==> config.mk <==
export PLATFORM = sky130hd
export DESIGN_NAME = wall_round_controller
export DESIGN_NICKNAME = d
export VERILOG_FILES = /design/src/rtl/wall_round_controller.sv
export SDC_FILE = /design/constraint.sdc
export NUM_CORES = 1
export LEC_CHECK = 0
export ABC_CLOCK_PERIOD_IN_PS = 5700
export CORE_MARGIN = 4
export CORE_UTILIZATION = 50
export CTS_BUF_LIST = sky130_fd_sc_hd__clkbuf_8
export CTS_CLUSTER_SIZE = 8
export DETAILED_ROUTE_END_ITERATION = 10
export HOLD_SLACK_MARGIN = 0.03
export PLACE_DENSITY = 0.76
export SYNTH_ARGS = -nofsm -noshare
export SYNTH_HDL_FRONTEND = slang
export SYNTH_SLANG_ARGS = --single-unit
==> constraint.sdc <==
create_clock -name clk_in -period 5.7 [get_ports clk_in]
set_clock_uncertainty 0.2 [all_clocks]
set_input_delay 0.855 -clock clk_in [delete_from_list [all_inputs] [get_ports clk_in]]
set_output_delay 0.855 -clock clk_in [all_outputs]
set_load 0.03 [all_outputs]
==> src/rtl/wall_round_controller.sv <==
// Per-round sequencer for the wall compositing path. Moves the wall toward
// the player one depth step every FRAMES_PER_STEP frames. Once the wall
// reaches the player, it counts wall/player overlap pixels for one full frame,
// grades the round and keeps a saturating score of passed rounds.
//
// Handshake note: this block has no valid/ready channels. frame_start_in is a
// one-cycle event strobe. pixel_valid_in qualifies is_wall_in/is_player_in on
// the same cycle. round_done_out is a one-cycle event strobe, and
// round_pass_out, score_out and wall_color_out are stable while it is high.
module wall_round_controller #(
   parameter int START_DEPTH     = 255,
   parameter int DEPTH_STEP      = 4,
   parameter int FRAMES_PER_STEP = 2,
   parameter int HIT_THRESHOLD   = 64,
   parameter int RESULT_FRAMES   = 60
) (
   input  logic        clk_in,
   input  logic        rst_in,
   input  logic        frame_start_in,
   input  logic        start_in,
   input  logic [7:0]  player_depth_in,
   input  logic        pixel_valid_in,
   input  logic        is_wall_in,
   input  logic        is_player_in,
   output logic [7:0]  wall_depth_out,
   output logic [15:0] wall_color_out,
   output logic        wall_active_out,
   output logic        round_done_out,
   output logic        round_pass_out,
   output logic [7:0]  score_out,
   output logic [1:0]  state_out
);

   localparam logic [1:0] S_IDLE     = 2'd0;
   localparam logic [1:0] S_APPROACH = 2'd1;
   localparam logic [1:0] S_CHECK    = 2'd2;
   localparam logic [1:0] S_RESULT   = 2'd3;

   localparam logic [15:0] COLOR_IDLE = 16'h001F;
   localparam logic [15:0] COLOR_PASS = 16'h07E0;
   localparam logic [15:0] COLOR_FAIL = 16'hF800;

   localparam logic [7:0]  START_D    = 8'(START_DEPTH);
   localparam logic [7:0]  STEP_D     = 8'(DEPTH_STEP);
   localparam logic [7:0]  STEP_LAST  = 8'(FRAMES_PER_STEP - 1);
   localparam logic [7:0]  RES_LAST   = 8'(RESULT_FRAMES - 1);
   localparam logic [19:0] HIT_LIMIT  = 20'(HIT_THRESHOLD);

   logic [1:0]  state_q;
   logic [1:0]  state_d;
   logic [7:0]  frame_cnt;
   logic        armed;
   logic [19:0] hits;
   logic [7:0]  next_depth;
   logic        step_now;
   logic        overlap;
   logic        pass;

   // Saturating next depth: the wall never wraps past depth 0.
   assign next_depth = (wall_depth_out > STEP_D) ? (wall_depth_out - STEP_D) : 8'd0;
   assign step_now   = frame_start_in && (frame_cnt == STEP_LAST);
   assign overlap    = pixel_valid_in && is_wall_in && is_player_in;
   assign pass       = (hits < HIT_LIMIT);
   assign state_out  = state_q;

   // Next-state decode.
   always_comb begin
      state_d = state_q;
      case (state_q)
         S_IDLE:     if (start_in) state_d = S_APPROACH;
         S_APPROACH: if (step_now && (next_depth <= player_depth_in)) state_d = S_CHECK;
         S_CHECK:    if (frame_start_in && armed) state_d = S_RESULT;
         S_RESULT:   if (frame_start_in && (frame_cnt == RES_LAST)) state_d = S_IDLE;
         default:    state_d = S_IDLE;
      endcase
   end

   // State register and the registered wall-active flag that follows it.
   always_ff @(posedge clk_in) begin
      if (rst_in) begin
         state_q         <= S_IDLE;
         wall_active_out <= 1'b0;
      end else begin
         state_q         <= state_d;
         wall_active_out <= (state_d == S_APPROACH) || (state_d == S_CHECK);
      end
   end

   // Round datapath: depth stepping, overlap counting, grading and score.
   always_ff @(posedge clk_in) begin
      if (rst_in) begin
         wall_depth_out <= START_D;
         wall_color_out <= COLOR_IDLE;
         round_done_out <= 1'b0;
         round_pass_out <= 1'b0;
         score_out      <= 8'd0;
         frame_cnt      <= 8'd0;
         armed          <= 1'b0;
         hits           <= 20'd0;
      end else begin
         round_done_out <= 1'b0;
         case (state_q)
            S_IDLE: begin
               // A frame pulse coincident with start is deliberately dropped.
               if (start_in) begin
                  wall_depth_out <= START_D;
                  wall_color_out <= COLOR_IDLE;
                  frame_cnt      <= 8'd0;
                  round_pass_out <= 1'b0;
               end
            end
            S_APPROACH: begin
               if (frame_start_in) begin
                  if (step_now) begin
                     frame_cnt      <= 8'd0;
                     wall_depth_out <= next_depth;
                     if (next_depth <= player_depth_in) begin
                        hits  <= 20'd0;
                        armed <= 1'b0;
                     end
                  end else begin
                     frame_cnt <= frame_cnt + 8'd1;
                  end
               end
            end
            S_CHECK: begin
               if (frame_start_in) begin
                  if (!armed) begin
                     armed <= 1'b1;
                  end else begin
                     // Close the measured frame; overlap on this cycle is not counted.
                     round_pass_out <= pass;
                     round_done_out <= 1'b1;
                     wall_color_out <= pass ? COLOR_PASS : COLOR_FAIL;
                     frame_cnt      <= 8'd0;
                     if (pass && (score_out != 8'hFF)) score_out <= score_out + 8'd1;
                  end
               end else if (armed && overlap && (hits != 20'hFFFFF)) begin
                  hits <= hits + 20'd1;
               end
            end
            S_RESULT: begin
               if (frame_start_in) begin
                  if (frame_cnt == RES_LAST) begin
                     frame_cnt      <= 8'd0;
                     wall_depth_out <= START_D;
                     wall_color_out <= COLOR_IDLE;
                  end else begin
                     frame_cnt <= frame_cnt + 8'd1;
                  end
               end
            end
            default: begin
               frame_cnt <= 8'd0;
            end
         endcase
      end
   end

endmodule

==> flow_summary.toml <==
[synthesis]
synthTopCellsByArea = "dfxtp_1, xor2_1, nor2_1"
synth_edf_count = 0
ys_types = 48
ys_warn_count = 0
synth_top_area_share_pct = 35.8
ys_ff_latch = 53
synth-main-ff-cell = "dfxtp_1"
ys_seq_area_share_pct = 35.8
synth.net_count = 385
synth_area_mm2 = 0.00297
yosysTopAreaCell = "dfxtp_1"
async_flop_share_pct = 0
synthCells = 356
synth_area_per_cell_um2 = 8.34

[pwr]
p_int_uw = 534
p_sw_share_pct = 24.1
powerDensity_mw_per_mm2 = 199
power_frac_clock_pct = 37.8
power.static_leakage_nw = 1.37
irDropWorstVdd_mv = 0.126
fin_total_pwr_uw = 703
power_frac_seq_pct = 53.8
p_switching_uw = 170
p_comb_share_pct = 8.4

[clocking]
cts_buffers = 5
cts_hold_buf = 0
clockBufferDepth = 2
htreeDepth = 2
clkTransAtPathRegs_ns = 0.10
clock_latency_ns = 0.31
cts.sinks = 53
cts_resized = 0
post-cts-setup-buffers = 0
cts_tree = "done"
cts-root-buf = "clkbuf_8"

[sta]
finalCritPeriodShare_pct = 64.4
rsz0062_at_grt = "no"
period_minus_slack_ns = 3.67
worst_pin_slew_ns = 0.824
fin_ws_ns = 2.03
slew_violations = 0
hold_ws_ns = 0.280
slew_headroom_pct = 44.7
fmaxAchievable_mhz = 272
finalSetupViolations = 0
finalHoldViolations = 0
final.setup.tns_ns = 0

[worst_setup_path]
crit_slowest_cell = "or4_1"
cp.required_ns = 5.75
cp_num_cells = 10
crit_top_cell = "nor2_1"
crit_type = "reg2reg"
critical_path_arrival_ns = 3.72
cp-start-kind = "flip-flop"
end_kind = "flip-flop"
rr_worst_depth = 10
cp_max_fo = 12
cpPeakStageDelay_ns = 0.57
worst-path-buf-inv = 0
path_cells = "or4_1 -> nor2_1 -> nor2_1 -> ha_1 -> nand4_1 -> o21ai_0 -> and4_1 -> o211ai_2 -> or3_1 -> a21oi_1"
crit_family = "simple AND/OR/NAND/NOR gates"

[floorplanning]
die_area_mm2 = 0.00723
io_pins = 52
die_height_um = 85.0
fp.dieW_um = 85.0
start_util_pct = 52.6
core_area_mm2 = 0.00564
rows = 27

[placed_design]
pre_cts_slack_ns = 2.08
hpwl_mm = 4.66
placed_area_mm2 = 0.00341
finalWeightedCongestion = 0.848
io_buffer_count = 51
dp_cells = 454

[route]
firstDrtPassIters = 6
drtIter0Drc = 179
routed_wl_mm = 6.33
post_drt_wl_per_cell_um = 13.7
vias_per_cell = 5.44
vias = 2515
drc = 0
antenna_left = 0

[layout]
design_area_mm2 = 0.00353
drive_gt1_share_pct = 4.62
layout_common_cells = "nor2_1, dfxtp_1, clkdlybuf4s50_1"
fillers = 505
register_area_mm2 = 0.00106
final_common_cell = "nor2_1"
multi_input_area_mm2 = 0.00169
fin_cells = 462
n_antenna_cell = 0
fin_nets = 418
area_growth_pct = 18.8
fin_util_pct = 62.5

[global_route]
grt_usage_pct = 18.1
grt_pass1_wl_mm = 10.9
antenna_found_initial = 0
overflow = 0
grt_max_degree = 29
grt_pass1_vias = 2408

[job]
maxCapViolations = 0

[min_path]
hp-class = "reg2reg"
holdPathStages = 2

[run_status]
status = "complete, no violations"
## logic make-up after synthesis
family | synth area share, %
and+or+nand+nor | 28.8
muxes | 1.01
adders and majority gates | 5.90
AOI/OAI and AO/OA | 11.8
xor gates and xnor gates | 9.44
DFF | 35.8
buffers and inverters | 7.25
## power groups by stage
stage / Sequential (mW) / Clock, mW / Combinational [mW]
global placement: 0.387 / 0 / 0.0579
detailed placement: 0.387 / 0 / 0.0587
CTS: 0.378 / 0.272 / 0.0591
global route: 0.380 / 0.288 / 0.0660
floorplan: 0.387 / 0 / 0.0378
finish: 0.378 / 0.266 / 0.0591
## per-layer routing
layer  track usage (%)  wire length [µm]
met1              24.8              3140
met2              27.9              2830
met3              4.37               285
met4              5.90                76
met5                 0                 0
## worst paths after layout
check,from,endpoint,slack [ns]
hold / removal,hits[1]$_SDFFE_PP0P_,hits[1]$_SDFFE_PP0P_,0.28
setup reg to reg,wall_depth_out[4]$_SDFFE_PP1P_,hits[19]$_SDFFE_PP0P_,2.03
hold reg to reg,hits[1]$_SDFFE_PP0P_,hits[1]$_SDFFE_PP0P_,0.28
setup / recovery,wall_depth_out[4]$_SDFFE_PP1P_,hits[19]$_SDFFE_PP0P_,2.03
## worst reg2reg max path, stage by stage (launching register included)
cell	delay [ns]
dfxtp_1	0.37
or4_1	0.57
nor2_1	0.41
nor2_1	0.13
ha_1	0.34
nand4_1	0.15
o21ai_0	0.33
and4_1	0.49
o211ai_2	0.16
or3_1	0.32
a21oi_1	0.14
## synthesized netlist by cell type, types with 2 or more instances
cell type,instances
nor4b_1,3
o211ai_1,3
buf_2,4
nor3_1,4
a21o_1,4
buf_4,15
ha_1,14
and3_1,11
nor4_1,3
or3_1,3
xnor2_1,4
clkbuf_1,6
nor2_1,56
nand2b_1,7
nand2_1,24
inv_1,13
and4_1,7
and2_1,4
nand3_1,9
a21oi_1,17
mux2i_1,3
nand3b_1,5
or2_2,2
nand4_1,11
o21ai_0,18
dfxtp_1,53
xor2_1,28
nor2b_1,5
## flip-flops by register name, summed over array words and instances (netlist names)
signal,flops
wall_color_out,3
round_done_out,1
score_out,8
wall_depth_out,8
wall_active_out,1
frame_cnt,8
state_out,2
hits,20
round_pass_out,1
armed,1
## layout make-up
class	instances	area share, %
clock buffers	5	1.95
clock inverters	3	1.35
inverters	13	1.38
multi-input cells	264	48.0
flip-flops and latches	53	30.1
well taps	72	2.56
repair buffers	52	14.7
Note: power is estimated with default switching activity, not from simulation.
